==> src/rtl/regfile_sequencer.sv <==
// regfile_sequencer: issues one three-address instruction at a time onto a
// 16x16 register file (two combinational read ports, one write port).
// Each instruction runs READ then WRITE, or a 16-cycle CLEAR sweep.
// It also keeps the zero and carry flags.
module regfile_sequencer (
  input  logic        C,
  input  logic        RST,
  input  logic        IN_VALID,
  output logic        IN_READY,
  input  logic [3:0]  OP,
  input  logic [3:0]  DST,
  input  logic [3:0]  SRCA,
  input  logic [3:0]  SRCB,
  input  logic [15:0] IMM,
  output logic [3:0]  A_SEL,
  output logic [3:0]  B_SEL,
  input  logic [15:0] A,
  input  logic [15:0] B,
  output logic [15:0] D,
  output logic [3:0]  DEST_SEL,
  output logic        LOAD_EN,
  output logic        DONE,
  output logic        Z,
  output logic        CY
);

  localparam int DATA_W = 16;

  localparam logic [3:0] OP_MOV = 4'd1;
  localparam logic [3:0] OP_ADD = 4'd2;
  localparam logic [3:0] OP_SUB = 4'd3;
  localparam logic [3:0] OP_AND = 4'd4;
  localparam logic [3:0] OP_OR  = 4'd5;
  localparam logic [3:0] OP_XOR = 4'd6;
  localparam logic [3:0] OP_NOT = 4'd7;
  localparam logic [3:0] OP_SHL = 4'd8;
  localparam logic [3:0] OP_SHR = 4'd9;
  localparam logic [3:0] OP_LDI = 4'd10;
  localparam logic [3:0] OP_CLR = 4'd11;

  typedef enum logic [1:0] {S_IDLE, S_READ, S_WRITE, S_CLEAR} state_t;

  state_t              state_q, state_d;
  logic [3:0]          op_p0, dst_p0, srca_p0, srcb_p0;
  logic [DATA_W-1:0]   imm_p0;
  logic [DATA_W-1:0]   opa_p1, opb_p1;
  logic [3:0]          clr_cnt;
  logic                z_q, cy_q;
  logic [DATA_W:0]     alu_res;

  // Result in [15:0]; carry/borrow in bit 16 (only meaningful for ADD/SUB).
  function automatic logic [DATA_W:0] alu_calc(input logic [3:0] op,
                                               input logic [DATA_W-1:0] a,
                                               input logic [DATA_W-1:0] b,
                                               input logic [DATA_W-1:0] imm);
    logic [DATA_W:0] r;
    r = '0;
    case (op)
      OP_MOV:  r = {1'b0, a};
      OP_ADD:  r = {1'b0, a} + {1'b0, b};
      OP_SUB:  r = {(a < b), a - b};
      OP_AND:  r = {1'b0, a & b};
      OP_OR:   r = {1'b0, a | b};
      OP_XOR:  r = {1'b0, a ^ b};
      OP_NOT:  r = {1'b0, ~a};
      OP_SHL:  r = {1'b0, a << b[3:0]};
      OP_SHR:  r = {1'b0, a >> b[3:0]};
      OP_LDI:  r = {1'b0, imm};
      default: r = '0;
    endcase
    return r;
  endfunction

  // Opcodes that commit a result; NOP and reserved codes fall outside.
  function automatic logic is_write_op(input logic [3:0] op);
    return (op >= OP_MOV) && (op <= OP_LDI);
  endfunction

  assign alu_res = alu_calc(op_p0, opa_p1, opb_p1, imm_p0);
  assign Z       = z_q;
  assign CY      = cy_q;

  // State register.
  always_ff @(posedge C) begin
    if (RST) state_q <= S_IDLE;
    else     state_q <= state_d;
  end

  // Next state and register-file port drive; reset masks every output.
  always_comb begin
    state_d  = state_q;
    IN_READY = 1'b0;
    A_SEL    = '0;
    B_SEL    = '0;
    D        = '0;
    DEST_SEL = '0;
    LOAD_EN  = 1'b0;
    DONE     = 1'b0;
    case (state_q)
      S_IDLE: begin
        IN_READY = 1'b1;
        if (IN_VALID) state_d = (OP == OP_CLR) ? S_CLEAR : S_READ;
      end
      S_READ: begin
        A_SEL   = srca_p0;
        B_SEL   = srcb_p0;
        state_d = S_WRITE;
      end
      S_WRITE: begin
        D        = alu_res[DATA_W-1:0];
        DEST_SEL = dst_p0;
        LOAD_EN  = is_write_op(op_p0);
        DONE     = 1'b1;
        state_d  = S_IDLE;
      end
      S_CLEAR: begin
        DEST_SEL = clr_cnt;
        LOAD_EN  = 1'b1;
        DONE     = (clr_cnt == 4'd15);
        if (clr_cnt == 4'd15) state_d = S_IDLE;
      end
      default: state_d = S_IDLE;
    endcase
    if (RST) begin
      state_d  = S_IDLE;
      IN_READY = 1'b0;
      A_SEL    = '0;
      B_SEL    = '0;
      D        = '0;
      DEST_SEL = '0;
      LOAD_EN  = 1'b0;
      DONE     = 1'b0;
    end
  end

  // Instruction latch (accept edge), operand capture (end of READ), clear counter.
  always_ff @(posedge C) begin
    if (RST) begin
      op_p0   <= '0;
      dst_p0  <= '0;
      srca_p0 <= '0;
      srcb_p0 <= '0;
      imm_p0  <= '0;
      opa_p1  <= '0;
      opb_p1  <= '0;
      clr_cnt <= '0;
    end else begin
      // p0: instruction fields captured on accept
      if (state_q == S_IDLE && IN_VALID) begin
        op_p0   <= OP;
        dst_p0  <= DST;
        srca_p0 <= SRCA;
        srcb_p0 <= SRCB;
        imm_p0  <= IMM;
      end
      // p1: register-file read data captured at the end of READ
      if (state_q == S_READ) begin
        opa_p1 <= A;
        opb_p1 <= B;
      end
      if (state_q == S_CLEAR) clr_cnt <= clr_cnt + 4'd1;
    end
  end

  // Flags: Z on every committed result, CY only from ADD/SUB, fixed after CLEAR.
  always_ff @(posedge C) begin
    if (RST) begin
      z_q  <= 1'b0;
      cy_q <= 1'b0;
    end else if (state_q == S_WRITE && is_write_op(op_p0)) begin
      z_q <= (alu_res[DATA_W-1:0] == '0);
      if (op_p0 == OP_ADD || op_p0 == OP_SUB) cy_q <= alu_res[DATA_W];
    end else if (state_q == S_CLEAR && clr_cnt == 4'd15) begin
      z_q  <= 1'b1;
      cy_q <= 1'b0;
    end
  end

endmodule

==> config.mk <==
export PLATFORM = sky130hd
export DESIGN_NAME = regfile_sequencer
export DESIGN_NICKNAME = d
export VERILOG_FILES = /design/src/rtl/regfile_sequencer.sv
export SDC_FILE = /design/constraint.sdc
export NUM_CORES = 1
export LEC_CHECK = 0
export BUFFER_PORTS_ARGS = -buffer_cell sky130_fd_sc_hd__buf_2
export CAP_MARGIN = 20
export CORE_MARGIN = 2
export CORE_UTILIZATION = 55
export DETAILED_ROUTE_END_ITERATION = 12
export PLACE_DENSITY_LB_ADDON = 0.1
export SYNTH_ARGS = -nofsm -noshare
export SYNTH_HDL_FRONTEND = slang
export SYNTH_SLANG_ARGS = --single-unit
==> constraint.sdc <==
create_clock -name C -period 5.3 [get_ports C]
set_input_delay 0.795 -clock C [delete_from_list [all_inputs] [get_ports C]]
set_output_delay 0.795 -clock C [all_outputs]
set_load 0.01 [all_outputs]
==> metrics.yaml <==
status: "finished clean"
start_util_pct: 56.4
switching_share_pct: 35.1
final_nets: 1187
fin_cells: 1246
grt_pass1_wl_um: 41300
relSlewSlack_pct: 31.7
finalSetupTns_ns: 0
clk_path_buf_depth: 2
synth-main-ff-cell: "dfxtp_1"
hold_path_class: "reg -> reg"
yosysSeqAreaShare_pct: 19.3
dr.pass1.iters: 8
max_freq_ghz: 0.213
reg2reg_depth: 12
core_um2: 13200
dieArea_um2: 14500
port_buffers: 99
setup_viol: 0
r2r-start: "opb_p1[0]$_SDFFE_PP0P_"
synth_cells: 1015
drt-initial-drc-count: 1096
drv_slew: 0
cts_buffers: 9
slowest_stage: "dfxtp_1"
grt_max_degree: 75
final_common_cell: "nand2_1"
use_met2_pct: 52.0
async_reset_ff_share_pct: 0
grt.busiest_layer: "met1"
die_y_um: 121
crit_type: "reg -> out"
synthToLayoutAreaGrowth_pct: 11.8
synth-seq-cells: 72
mostFrequentLayoutCells: "nand2_1, a21oi_1, buf_2"
cts_num_sinks: 72
synth_cell_types: 81
r2r_end: "Z$_SDFFE_PP0P_"
root_buffer: "clkbuf_16"
seqPwrFrac_pct: 35.0
endpoint: "D[13]"
hold_buffers: 0
layout-drive-gt1-share_pct: 17.9
end_kind: "primary output"
rsz0062_at_grt: "false"
finClkSkew_ns: 0.00567
ctsResizeCount: 0
drc_errors: 0
crit_path_max_incr_delay_ns: 0.55
io_pins: 100
htree_levels: 3
p_int_uw: 1140
pwr-share-comb_pct: 30.3
finalCritPeriodShare_pct: 88.7
power.net_switching_uw: 616
std_cell_rows: 42
antennaDiodeCount: 0
ys.warnings.count: 0
p_clk_share_pct: 34.7
required_ns: 4.51
grt_use_met3_pct: 10.4
cap_violations: 0
postCtsSetupBuffers: 0
regToRegSetupSlack_ns: 1.42
leakagePower_uw: 0.00330
grtUsageMet1_pct: 52.4
wl_per_cell_um: 21.5
syn_area_um2: 7470
crit_start: "opa_p1[2]$_SDFFE_PP0P_"
cp-start-kind: "flip-flop"
avgSynthCellArea_um2: 7.36
powerDensity_nw_per_um2: 210
worstPathArrival_ns: 3.91
grt_usage_pct: 37.1
ir_drop_v: 0.000193
place.gp.congestion: 1.15
vias_per_cell: 6.61
vias: 8242
overflow: 0
syn-num-nets: 1137
wirelength_um: 26800
min_period_ns: 4.70
cp_cell_sequence: "inv_1, ha_1, nor3_1, o31ai_4, a31oi_2, o41ai_4, o31ai_1, a211oi_1, mux2i_1, a2bb2oi_1, nor3_1, buf_2"
min_from: "srca_p0[3]$_SDFFE_PP0P_"
dieWidth_um: 121
tritoncts: "done"
clk_pin_slew_ns: 0.06
antenna_found_initial: 0
hold-path-cell-count: 2
grt_pass1_vias: 7324
worstPathMaxFanout: 12
worst_pin_slew_ns: 1.01
synth-edff-count: 0
cpMostUsedCell: "nor3_1"
final_antenna_net_count: 0
clk_latency_ns: 0.34
dp.cells: 1227
dpl.hpwl_um: 20100
final-hold-violation-count: 0
[power groups by stage]
| stage | sequential [uW] | clock, uW | combinational, uW |
|---|---|---|---|
| floorplan | 602 | 0 | 376 |
| global placement | 623 | 0 | 503 |
| detailed placement | 624 | 0 | 504 |
| CTS | 612 | 617 | 507 |
| global route | 618 | 641 | 573 |
| finish | 615 | 610 | 532 |
[how the worst min path moves through the flow]
stage / to / slack, ns
after floorplan: srca_p0[0]$_SDFFE_PP0P_ / 0.43
after global placement: srcb_p0[1]$_SDFFE_PP0P_ / 0.44
after detailed placement: srcb_p0[1]$_SDFFE_PP0P_ / 0.44
after CTS: srcb_p0[1]$_SDFFE_PP0P_ / 0.45
after global routing: srca_p0[3]$_SDFFE_PP0P_ / 0.47
final: srca_p0[3]$_SDFFE_PP0P_ / 0.45
[worst max-delay path, delay by kind of cell, from the launching register on]
kind / cells / cell delay, ns
AOI/OAI and AO/OA: 6 / 1.83
adders and majority gates: 1 / 0.49
muxes: 1 / 0.12
and+or+nand+nor: 2 / 0.25
buffers and inverters: 2 / 0.31
DFF: 1 / 0.55
[final cells by class]
| type | count | area (um^2) |
|---|---|---|
| clock buffer | 10 | 229 |
| fill | 1275 | 4890 |
| clock inverter | 6 | 68.8 |
| tap | 176 | 220 |
| sequential | 72 | 1440 |
| inverter | 49 | 184 |
| multi-input combinational | 808 | 5480 |
| timing repair buffer | 125 | 726 |
[metal layers]
layer | vias up | wire length, um
met2 | 537 | 10900
met4 | 0 | 1360
met5 | - | 0
met1 | 3872 | 11200
met3 | 98 | 3260
li1 | 3735 | -
[cell usage after synthesis (5+ instances only)]
library cell	instances	share of area, %
inv_1	47	2.4
ha_1	53	8.9
o21a_1	5	0.50
o211ai_1	9	0.90
o221ai_1	10	1.2
buf_2	15	1.0
nand3_1	22	1.5
nand2_1	196	9.8
a21o_1	6	0.60
nor4_1	10	0.84
dfxtp_1	72	19
o31ai_1	5	0.50
nand2b_1	13	1.1
a22oi_1	13	1.3
and3_1	6	0.50
nand4_1	12	1.0
nor2_1	65	3.3
nor2b_1	18	1.5
o21ai_0	27	1.8
nor3_1	24	1.6
o21bai_1	6	0.60
a21oi_1	111	7.4
mux2_2	9	1.4
a32oi_1	7	0.82
and2_1	16	1.3
nand3b_1	6	0.60
a211oi_1	13	1.3
mux4_2	23	6.9
clkbuf_1	62	3.1
mux2i_1	26	3.5
[sequential cells by signal (all words and copies together) (netlist names)]
| register | cells |
|---|---|
| CY | 1 |
| Z | 1 |
| clr_cnt | 4 |
| dst_p0 | 4 |
| imm_p0 | 16 |
| op_p0 | 4 |
| opa_p1 | 16 |
| opb_p1 | 16 |
| srca_p0 | 4 |
| srcb_p0 | 4 |
| state_q | 2 |
[through the flow]
stage | power, uW | hold WS (ns) | setup slack [ns] | utilization, % | area, um^2
after floorplan | 978 | 0.432 | 1.50 | - | 7470
after global placement | 1130 | 0.439 | 1.19 | 60.4 | 8000
after detailed placement | 1130 | 0.442 | 1.13 | 60.4 | 8000
after CTS | 1740 | 0.450 | 0.725 | 62.7 | 8300
after global routing | 1830 | 0.469 | 0.514 | 63.1 | 8350
final | 1760 | 0.448 | 0.600 | 63.1 | 8350
[cell families (layout without fill, tap and decap cells)]
family | Yosys count | after routing | synth area share [%]
AO/OA/AOI/OAI | 271 | 271 | 24.3
XOR/XNOR | 7 | 7 | 0.821
adder cells (fa/ha/maj) | 55 | 55 | 9.41
buffers and inverters | 135 | 190 | 7.40
flip-flops | 72 | 72 | 19.3
multiplexers | 63 | 63 | 12.7
AND/OR/NAND/NOR | 412 | 412 | 26.0
Note: power is estimated with default switching activity, not from simulation.
